`config.mk`:
```
export PLATFORM = sky130hd
export DESIGN_NAME = shift_seq_ctrl
export DESIGN_NICKNAME = d
export VERILOG_FILES = /design/src/rtl/shift_seq_ctrl.sv
export SDC_FILE = /design/constraint.sdc
export NUM_CORES = 1
export LEC_CHECK = 0
export ABC_AREA = 1
export CORE_MARGIN = 2
export CORE_UTILIZATION = 45
export DETAILED_ROUTE_END_ITERATION = 6
export PLACE_DENSITY_LB_ADDON = 0.08
export REMOVE_ABC_BUFFERS = 1
export SLEW_MARGIN = 5
export SYNTH_ARGS = -nofsm -noshare
export SYNTH_HDL_FRONTEND = slang
export SYNTH_SLANG_ARGS = --single-unit
```
`constraint.sdc`:
```
create_clock -name clk -period 2.2 [get_ports clk]
set_clock_uncertainty 0.2 [all_clocks]
set_input_delay 0.66 -clock clk [delete_from_list [all_inputs] [get_ports clk]]
set_output_delay 0.66 -clock clk [all_outputs]
set_load 0.02 [all_outputs]
```
`src/rtl/shift_seq_ctrl.sv`:
```
// Sequencer for the parallel-load / shift-left register: one load strobe, then WIDTH
// shift strobes at a programmable bit rate, with serial clock generation and receive capture.
module shift_seq_ctrl #(
    parameter int WIDTH     = 16,
    parameter int DIV_WIDTH = 8
) (
    input  logic                 clk,
    input  logic                 rst,
    input  logic                 start,
    input  logic                 abort,
    input  logic [WIDTH-1:0]     tx_data,
    input  logic [DIV_WIDTH-1:0] div,
    input  logic                 sdi,
    output logic                 sload,
    output logic                 sshift,
    output logic [WIDTH-1:0]     load_data,
    output logic                 sclk,
    output logic                 busy,
    output logic                 done,
    output logic [WIDTH-1:0]     rx_data
);

    localparam int BW = $clog2(WIDTH + 1);

    typedef enum logic [2:0] {
        S_IDLE,
        S_LOAD,
        S_SHIFT_LO,
        S_SHIFT_HI,
        S_DONE
    } state_t;

    state_t               state, state_n;
    logic [DIV_WIDTH-1:0] div_q;
    logic [DIV_WIDTH-1:0] ph_cnt, ph_cnt_n;
    logic [BW-1:0]        bit_cnt, bit_cnt_n;
    logic [WIDTH-1:0]     rx_sr, rx_sr_n;
    logic                 accept;
    logic                 phase_end;

    assign phase_end = (ph_cnt == div_q);

    always_comb begin
        state_n   = state;
        ph_cnt_n  = ph_cnt;
        bit_cnt_n = bit_cnt;
        rx_sr_n   = rx_sr;
        accept    = 1'b0;
        case (state)
            S_IDLE: begin
                if (start && !abort) begin
                    accept  = 1'b1;
                    state_n = S_LOAD;
                end
            end
            S_LOAD: begin
                state_n   = S_SHIFT_LO;
                ph_cnt_n  = '0;
                bit_cnt_n = '0;
            end
            S_SHIFT_LO: begin
                if (phase_end) begin
                    state_n  = S_SHIFT_HI;
                    ph_cnt_n = '0;
                end else begin
                    ph_cnt_n = ph_cnt + DIV_WIDTH'(1);
                end
            end
            S_SHIFT_HI: begin
                if (ph_cnt == '0) begin
                    rx_sr_n = {rx_sr[WIDTH-2:0], sdi};
                end
                if (phase_end) begin
                    ph_cnt_n  = '0;
                    bit_cnt_n = bit_cnt + BW'(1);
                    state_n   = (bit_cnt_n == BW'(WIDTH)) ? S_DONE : S_SHIFT_LO;
                end else begin
                    ph_cnt_n = ph_cnt + DIV_WIDTH'(1);
                end
            end
            S_DONE: begin
                state_n = S_IDLE;
            end
            default: begin
                state_n = S_IDLE;
            end
        endcase
        if (abort && state != S_IDLE) begin
            state_n   = S_IDLE;
            ph_cnt_n  = '0;
            bit_cnt_n = '0;
        end
    end

    // Outputs are registered from the next state, so they line up with the state they describe.
    always_ff @(posedge clk) begin
        if (rst) begin
            state     <= S_IDLE;
            div_q     <= '0;
            ph_cnt    <= '0;
            bit_cnt   <= '0;
            rx_sr     <= '0;
            sload     <= 1'b0;
            sshift    <= 1'b0;
            sclk      <= 1'b0;
            busy      <= 1'b0;
            done      <= 1'b0;
            load_data <= '0;
            rx_data   <= '0;
        end else begin
            state   <= state_n;
            ph_cnt  <= ph_cnt_n;
            bit_cnt <= bit_cnt_n;
            rx_sr   <= rx_sr_n;
            sload   <= (state_n == S_LOAD);
            sclk    <= (state_n == S_SHIFT_HI);
            sshift  <= (state_n == S_SHIFT_HI) && (ph_cnt_n == div_q);
            busy    <= (state_n != S_IDLE);
            done    <= (state_n == S_DONE);
            if (accept) begin
                load_data <= tx_data;
                div_q     <= div;
            end
            // With div=0 the last sample and the DONE entry share an edge, hence rx_sr_n.
            if (state_n == S_DONE && state != S_DONE) begin
                rx_data <= rx_sr_n;
            end
        end
    end

endmodule

```
Word-level counts from Yosys, hierarchy flattened

Cells that the tools add are included.

Register bits after elaboration: 77
Input port bits: 29
Output and inout port bits: 37
Logic and storage cells: 53

Add/sub/neg operators: 2
Equality and inequality tests: 11
Multiplexer cells: 15
Reductions and logical operators: 13

Operators with widths:

| operator                                                               | count |
|---|---|
| 16-bit 2-to-1 mux                                                      | 2 |
| 8-bit equality test                                                    | 2 |
| 8-bit 2-to-1 mux                                                       | 2 |
| 8-bit one-hot mux with 2 select lines                                  | 1 |
| 3-bit 2-to-1 mux                                                       | 5 |
| 3-bit one-hot mux with 4 select lines                                  | 1 |
| 5-bit one-hot mux with 2 select lines                                  | 1 |
| 3-bit by 2-bit equality test with 1-bit output (second input constant) | 3 |
| 8-bit by 1-bit adder with 8-bit output (second input constant)         | 1 |
| 8-bit logical NOT                                                      | 1 |
| 3-bit by 1-bit equality test with 1-bit output (second input constant) | 2 |
| 3-bit nonzero test                                                     | 2 |
| 5-bit by 1-bit adder with 5-bit output (second input constant)         | 1 |
| 5-bit equality test (second input constant)                            | 1 |
| 5-bit 2-to-1 mux                                                       | 1 |
| 1-bit logical AND                                                      | 4 |
| 2-bit OR reduction                                                     | 2 |
| 3-bit equality test (second input constant)                            | 1 |
| 3-bit logical NOT                                                      | 1 |
| 3-bit != test (second input constant)                                  | 1 |
| 1-bit 2-to-1 mux                                                       | 2 |
| 2-bit != test (second input constant)                                  | 1 |
| 2-bit AND reduction                                                    | 1 |
| 2-bit nonzero test                                                     | 1 |
| 1-bit logical NOT                                                      | 1 |

Logic depth before layout (Yosys ltp)

Depth in word-level cells: 8
Depth in mapped cells: 14

Least setup slack after synthesis

Ideal clock, no wire load.

Path type: reg2reg
Start point: reg bit_cnt[0]
End point: reg rx_data[10]
Setup time: 0.118 ns
Data arrival time: 1.550 ns
Slack: 0.333 ns
Stages on the path, launching flop included: 12
Buffers on the path: 1
Cell sequence: dfxtp_1 ha_1 nand2_1 inv_1 nand2_1 xnor2_1 nand3_1 nor2_4 nand3_4 buf_6 o21ai_1 a21oi_2

Longest elaborated chain between the ends: 8

Ends and longest elaborated chain:

| what                                   | RTL line | RTL |
|---|---|---|
| start, declared                        | 36       | `logic [BW-1:0] bit_cnt, bit_cnt_n;` |
| start signal, assigned                 | 113      | `bit_cnt <= bit_cnt_n;` |
| 5-bit by 1-bit adder with 5-bit output | 75       | `bit_cnt_n = bit_cnt + BW'(1);` |
| 5-bit equality test                    | 76       | `state_n = (bit_cnt_n == BW'(WIDTH)) ? S_DONE : S_SHIFT_LO;` |
| 3-bit 2-to-1 mux                       | 76       |  |
| 3-bit 2-to-1 mux                       | 73       | `if (phase_end) begin` |
| 3-bit one-hot mux with 4 select lines  | 49       | `case (state)` |
| 3-bit 2-to-1 mux                       | 88       | `if (abort && state != S_IDLE) begin` |
| 3-bit equality test                    | 125      | `if (state_n == S_DONE && state != S_DONE) begin` |
| 1-bit logical AND                      | 125      |  |
| end signal, assigned                   | 126      | `rx_data <= rx_sr_n;` |
| end, declared                          | 20       | `output logic [WIDTH-1:0] rx_data` |

No other way between the ends.
A chain may end at the register's enable or synchronous reset.

Final worst setup path

Start point: reg rx_data[12]
End point: out rx_data[12]

No word-level cell between the ends.

==> qor.yml <==
die_w_um: 91.1
cts.path.max_buffers: 2
crit-reg2reg-launch: "bit_cnt[1]"
antenna_found_initial: 0
yosysSeqAreaShare: 0.452
area_growth_pct: 35.2
io_pins: 66
cts_root_buffer: "clkbuf_8"
grt_use_total: 0.189
slew_viol_final: 0
fill_cells: 722
place_ws_ps: -93.7
initial_core_util: 0.468
setup_viol: 0
cp.arrival_ps: 1290
place_congestion: 0.883
die_h_um: 91.1
grt_pass1_wl_um: 12700
yosys.area_share.simple: 0.257
yosys_warnings: 0
antenna_left: 0
status: "finished clean"
antenna_cells: 0
critPathCapture: "rx_data[12]"
path_clk_slew_ps: 80
ys_async_sr_fraction: 0
worst_setup_path_end_kind: "output port"
port_buffers: 65
synth_compound_area_frac: 0.157
critPathMaxStageDelay_ps: 610
ctsHoldBuffers: 0
setup_ws_ps: 49.1
cts_setup_buffers: 0
drv_cap: 0
path_cells: "clkdlybuf4s50_1"
r2r_cells: 11
rows: 31
tightest_slew_ps: 487
crit_cells: 1
synthFlopType: "dfxtp_1"
synthXorXnorAreaFrac: 0.0231
peakVddDrop_v: 0.000546
worst_hold_slack_ps: 246
powerDensity_nw_per_um2: 652
min_period_ps: 2150
cts_resized: 0
worstSetupStartpointType: "flip-flop"
drc: 0
hold_class: "flip-flop to flip-flop"
muxShareOfSynthArea: 0
final_area_um2: 4610
grt_pass1_vias: 2807
crit_path_max_fanout: 2
synth_edf_count: 0
post_drt_wl_per_cell_um: 11.7
grt_max_degree: 28
num_vias: 3052
cts_inserted_buffers: 9
ys_ff_latch: 77
mostFrequentLayoutCells: "nor2_1, dfxtp_1, nand2_1"
synth_top_family_by_area: "simple AND/OR/NAND/NOR gates"
cp-startpoint: "rx_data[12]"
clk-insertion-delay-late_ps: 350
hold_violations: 0
syn_avg_cell_area_um2: 7.48
r2r_end: "rx_data[1]"
crit_required_ps: 1340
overflow: 0
fp.coreArea_um2: 7290
critical-path-slowest-cell: "clkdlybuf4s50_1"
syn-cell-area_um2: 3410
cts_tree: "built"
fmax_mhz: 465
syn-instance-count: 456
htreeDepth: 3
layout-drive-gt1-share: 0.164
dpl_cell_area_um2: 4340
wl_um: 7620
r2r_slack_ps: 170
synthDistinctLibCells: 32
die_area_um2: 8290
vias_per_cell: 4.70
power_mw: 3.01
dr.first_iter.drc_count: 137
path_buf_inv: 1
cts.sinks: 77
power_leakage_nw: 2.29
dp_hpwl_um: 5570
path_class: "flip-flop to output port"
finalNetCount: 577
synthAdderAreaFrac: 0.0110
crit_family: "buffers and inverters"
relSlewSlack: 0.673
post-route-period-util: 0.978
drt_first_pass_iters: 4
## state kept, by name (all words and copies together), names as in the netlist, 3 cells and up
name,cells
load_data,16
state,3
rx_sr,16
rx_data,16
ph_cnt,8
div_q,8
bit_cnt,5
## power breakdown
part	switching, mW	total [mW]	internal, mW
Combinational	0.240	0.434	0.194
Clock	0.537	1.10	0.563
Sequential	0.0304	1.47	1.44
## cell families (layout without fill, tap and decap cells)
group           Yosys count  in the layout
compound gates           97             97
xor+xnor                  9              9
fa+ha+maj                 3              3
buf+inv                  81            175
flops                    77             77
simple gates            189            189
## worst min-delay path by stage
| stage | start | end | cells after the start |
|---|---|---|---|
| after floorplan | bit_cnt[0] | bit_cnt[0] | 1 |
| after global placement | rx_data[1] | rx_data[1] | 2 |
| after detailed placement | rx_data[6] | rx_data[6] | 2 |
| after CTS | rx_data[5] | rx_data[5] | 2 |
| after global routing | rx_data[0] | rx_data[0] | 2 |
| final | rx_data[5] | rx_data[5] | 2 |
## worst register-to-register path: stages, from the launching register on
cell and delay (ps):
dfxtp_1 360, ha_1 170, nand2_1 80, inv_1 90, nand2_1 90, xnor2_2 160
nand3_2 120, nor2_4 140, nand3_4 100, buf_12 170, buf_4 150, a21oi_1 120
## routing by layer
layer / global-route usage / share of wire / up-vias
li1: - / - / 1618
met1: 0.243 / 0.46 / 1349
met2: 0.293 / 0.44 / 73
met3: 0.0714 / 0.077 / 12
met4: 0.0606 / 0.014 / 0
met5: 0 / 0 / -
## cells in the mapped netlist (3+ instances only)
library cell	count	area [um2]
dfxtp_1	77	1540
nor2_1	74	278
nand2_1	51	191
inv_1	49	184
o21ai_0	38	190
o21ai_1	24	120
a21oi_1	22	110
nand3_1	22	110
clkbuf_1	10	37.5
or2_1	10	62.6
a21oi_2	9	78.8
clkinv_1	9	33.8
nor2_2	7	43.8
xnor2_1	7	61.3
or2_2	6	37.5
inv_2	5	18.8
buf_6	4	45.0
nand4_1	4	25.0
nor3_1	4	20.0
buf_2	3	15.0
ha_1	3	37.5
nand2_2	3	18.8
nand2_4	3	33.8
## final cells by class
type,count,area (um2),share of cell area
Sequential cell,77,1550,0.335
Multi-Input combinational cell,298,1540,0.334
Timing Repair Buffer,96,961,0.208
Inverter,63,236,0.0512
Clock buffer,10,138,0.0298
Tap cell,99,124,0.0268
Clock inverter,6,68.8,0.0149
## through the flow
stage / util / cells / setup TNS [ps]
2_1_floorplan: - / 438 / 0
3_3_place_gp: 0.595 / 633 / -570
3_5_place_dp: 0.595 / 633 / -1430
4_1_cts: 0.623 / 649 / 0
5_1_grt: 0.633 / 649 / -6.71
6_report: 0.633 / 649 / 0
(Power assumes the default switching activity.)
==> RTL edit 1: new RTL, same flow settings <==
Encoding of `state_t`: now one-hot (5 bits for 5 states).
--- a/src/rtl/shift_seq_ctrl.sv
+++ b/src/rtl/shift_seq_ctrl.sv
@@ -22,12 +22,12 @@
 
     localparam int BW = $clog2(WIDTH + 1);
 
-    typedef enum logic [2:0] {
-        S_IDLE,
-        S_LOAD,
-        S_SHIFT_LO,
-        S_SHIFT_HI,
-        S_DONE
+    typedef enum logic [4:0] {
+        S_IDLE     = 5'b00001,
+        S_LOAD     = 5'b00010,
+        S_SHIFT_LO = 5'b00100,
+        S_SHIFT_HI = 5'b01000,
+        S_DONE     = 5'b10000
     } state_t;
 
     state_t               state, state_n;
Check against the original RTL: same outputs for any inputs over 10 cycles, from zero or initial values and one cycle with rst high; not proved beyond that.
==> RTL edit 1 against the original RTL <==
  * Power fell by 3.6%
  * Wire length increased by 5.9%
  * Setup slack got worse by 0.0090 ns
  * Via count increased by 7.0%
  * Cell count is 5.9% higher
  * Cell area grew 2.1%
  * Maximum frequency is 0.42% lower
  * Critical path depth did not move
  * Highest routed layer unchanged
  * Sequential cell count increased by 2
  * Synthesized area grew 4.5%
==> RTL edit 1: results <==
global_route:
  grt_util_met1_pct: 24.11
  grt_util_met2_pct: 34.30
  grt_pass1_wl_um: 13800
  grt_pass1_vias: 3142
  grt_max_degree: 33
  antenna_found_initial: 0
  grt_usage_pct: 19.80
  use_met3_pct: 4.996
critical_path:
  cp-startpoint: "load_data[5]"
  r2r-start: "state[2]"
  worstPathArrival_ns: 1.30
  critPathTopFamily: "buffers and inverters"
  critPathMaxStageDelay_ns: 0.63
routing:
  dr.pass1.iters: 5
  post_drt_wl_per_cell_um: 11.74
  drtIter0Drc: 112
  vias: 3266
worst_hold_path:
  hp-start: "rx_data[15]"
place:
  place.gp.congestion: 0.7989
  numPortBuffers: 65
  dp_hpwl_um: 5914
power_and_ir_drop:
  power_leakage_uw: 0.002291
  ir_drop_mv: 0.5138
yosys:
  ys_seq_area_share_pct: 44.37
  synth_flop_cell: "dfxtp_1"
  yosys.cell_types.count: 31
  synth_area_leaders: "dfxtp_1 44%, nand2_1 10%, inv_1 7.8%, nor2_1 7.8%, o21ai_0 5.8%"
  async_flop_share_pct: 0
  synth_compound_area_share_pct: 13.69
  synth_top_area_share_pct: 44.37
  synth-xor-area-share_pct: 2.457
  synth_common_cells: "95 x nand2_1, 79 x dfxtp_1, 74 x inv_1, 74 x nor2_1, 41 x o21ai_0"
  yosys.area_share.adder_pct: 1.053
layout:
  n_fill_cell: 710
  final_nets: 614
  layout-drive-gt1-share_pct: 12.14
  antenna_cells: 0
clock_network:
  insertion_delay_ns: 0.34
  post-cts-setup-buffers: 0
  cts_resized: 0
  cts_made_buffers: 9
run_status:
  run_status: "completed"
timing:
  tightest_slew_ns: 0.4069
[RTL edit 1: final timing paths]
kind,to,slack (ns),depth (start not counted)
hold / removal,rx_data[15],0.24,2
setup reg to reg,rx_data[6],0.15,11
setup / recovery,load_data[5],0.04,1
hold reg to reg,rx_data[15],0.24,2
[RTL edit 1: through the flow]
stage / power, uW / TNS (ns) / setup WS [ns] / std cells / area [um^2]
global route: 3022 / -0.007607 / -0.004112 / 687 / 4712
global placement: 1889 / -0.9542 / -0.1055 / 672 / 4484
CTS: 2932 / 0 / 0.01637 / 686 / 4669
floorplan: 1712 / -1.541 / -0.1361 / 477 / 3458
finish: 2899 / 0 / 0.04014 / 687 / 4712
detailed placement: 1894 / -2.206 / -0.1369 / 672 / 4484
[RTL edit 1: cell type report]
type,count,share of cell area [%]
Multi-Input combinational cell,316,33.62
Clock inverter,3,0.9294
Timing Repair Buffer,94,19.65
Sequential cell,79,33.56
Clock buffer,11,3.001
Inverter,82,6.532
Tap cell,102,2.708
[RTL edit 1: logic make-up (layout without fill, tap and decap cells)]
logic type / Yosys count / after routing
buffers and inverters: 103 / 190
adders and majority gates: 3 / 3
DFF: 79 / 79
xor gates and xnor gates: 10 / 10
AOI/OAI and AO/OA: 91 / 91
and+or+nand+nor: 212 / 212
[RTL edit 1: metal layers]
metal	part of all wire, %	vias up	wire length, um
li1	-	1717	-
met1	46	1465	3693
met2	47	69	3816
met3	5.1	15	414
met4	1.7	0	141
met5	0	-	0
[RTL edit 1: power by group]
| group | total, uW | internal, uW | switching (uW) |
|---|---|---|---|
| registers | 1500 | 1470 | 27.0 |
| logic | 362 | 165 | 198 |
| clock network | 1040 | 546 | 494 |
==> RTL edit 2: new RTL, same settings <==
Without the edit above. `DIV_WIDTH`: 8 -> 12.
--- a/src/rtl/shift_seq_ctrl.sv
+++ b/src/rtl/shift_seq_ctrl.sv
@@ -2,7 +2,7 @@
 // shift strobes at a programmable bit rate, with serial clock generation and receive capture.
 module shift_seq_ctrl #(
     parameter int WIDTH     = 16,
-    parameter int DIV_WIDTH = 8
+    parameter int DIV_WIDTH = 12
 ) (
     input  logic                 clk,
     input  logic                 rst,
Interface: changed (resized div); port bits go from 66 to 70. The function was not compared with the original's and may differ.
==> RTL edit 2 against the original RTL <==
  * Cell area is 15% higher
  * Wire length increased by 25%
  * Register-to-register slack got worse by 0.04 ns
  * Critical path type unchanged
  * Maximum frequency decreased by 0.31%
  * Setup slack worse by 0.0066 ns
  * Synthesized cell count up 17%
  * Sequential cell count up 8
  * Combinational power increased by 36%
  * Synthesized area is 16% higher
  * Utilization down 1.7 points
  * Power is 12% higher
  * Cell count is 14% higher
==> RTL edit 2: results <==
yosys:
  syn_avg_cell_area_um2: 7.470
  yosysWarnings: 0
  synth_compound_area_share_pct: 14.48
  ys_seq_area_share_pct: 42.82
  yosys.cell_types.count: 36
  synth_area_leaders: "dfxtp_1 43%, nor2_1 11%, nand2_1 8.0%, a211oi_2 4.4%, o21ai_0 4.4%"
  synth_mux_area_share_pct: 0.5038
  synth_common_cells: "115 x nor2_1, 85 x dfxtp_1, 85 x nand2_1"
  synth-xor-area-share_pct: 2.865
  yosys.area_share.adder_pct: 0.9446
  syn-instance-count: 532
routing:
  drtIter0Drc: 163
  via_per_inst: 4.968
  post_drt_wl_per_cell_um: 12.89
place:
  dp_hpwl_um: 6706
  numPortBuffers: 69
  dp_cells: 719
  pre_cts_slack_ns: -0.2402
  place.gp.congestion: 0.8854
  place_area_um2: 4925
layout:
  n_all_buffers: 104
  clk_share_pct: 3.862
  seq_cells: 85
  layout-drive-gt1-share_pct: 17.59
  num-clock-buffers: 9
  final_nets: 662
  seq_share_pct: 32.23
  multi_input_area_um2: 2028
  multi_input_gates: 378
  bufAreaShareNonClock_pct: 19.73
  final-instance-count-excl-fill: 739
  layout.non_clock_inverters: 48
  n_fill_cell: 810
global_route:
  grt_usage_pct: 19.85
  grt_max_degree: 33
  grt_pass1_vias: 3422
  grt_pass1_wl_um: 15690
clock_network:
  cts_resized: 0
critical_path:
  worst-path-max-fanout: 1
  cp_slowest_cell: "clkdlybuf4s50_1"
timing:
  tightest_slew_ns: 0.3373
power_and_ir_drop:
  power_leakage_uw: 0.002614
  powerDensity_nw_per_um2: 636.2
  ir_drop_mv: 0.5577
run_status:
  run_status: "completed"
RTL edit 2: changes by cell type after synthesis, moves of 4 or more:
cell,before,now
o21ai_1,24,8
dfxtp_1,77,85
clkinv_1,9,1
inv_1,49,41
a21oi_1,22,29
a21oi_2,9,0
or2_1,10,0
or2_2,6,0
nand4_1,4,8
a211oi_2,0,14
nor2_1,74,115
nand2_1,51,85
nand2_2,3,7
RTL edit 2: cells by family after synthesis:
logic type               count (synthesis)
AO/OA/AOI/OAI                           90
XOR/XNOR                                13
adder cells (fa/ha/maj)                  3
buffers and inverters                   70
flip-flops                              85
multiplexers                             2
AND/OR/NAND/NOR                        269
RTL edit 2: power breakdown:
| group | internal, uW | switching (uW) | total [uW] |
|---|---|---|---|
| sequential | 1600 | 39.7 | 1630 |
| combinational | 252 | 338 | 590 |
| clock | 543 | 613 | 1160 |
| total | 2390 | 991 | 3380 |
RTL edit 2: per-layer routing:
layer / vias up / GRT usage [%] / part of all wire, %
li1: 1915 / - / -
met1: 1660 / 25.94 / 46
met2: 89 / 33.09 / 48
met3: 7 / 4.724 / 4.9
met4: 0 / 5.128 / 0.92
met5: - / 0 / 0
RTL edit 2: path summary, 6_finish.rpt:
| path | startpoint | to | slack [ns] |
|---|---|---|---|
| worst max-delay path | sshift | sshift | 0.04 |
| worst min-delay path | bit_cnt[1] | bit_cnt[1] | 0.29 |
| worst max register to register | bit_cnt[1] | rx_data[4] | 0.13 |
| worst min register to register | bit_cnt[1] | bit_cnt[1] | 0.29 |
RTL edit 2: worst reg2reg max path: cells and delay by family, from the launching register on:
family / cells / cell delay, ns
adders and majority gates: 1 / 0.17
DFF: 1 / 0.36
AOI/OAI and AO/OA: 1 / 0.14
xor gates and xnor gates: 1 / 0.17
and+or+nand+nor: 6 / 0.72
buffers and inverters: 2 / 0.23
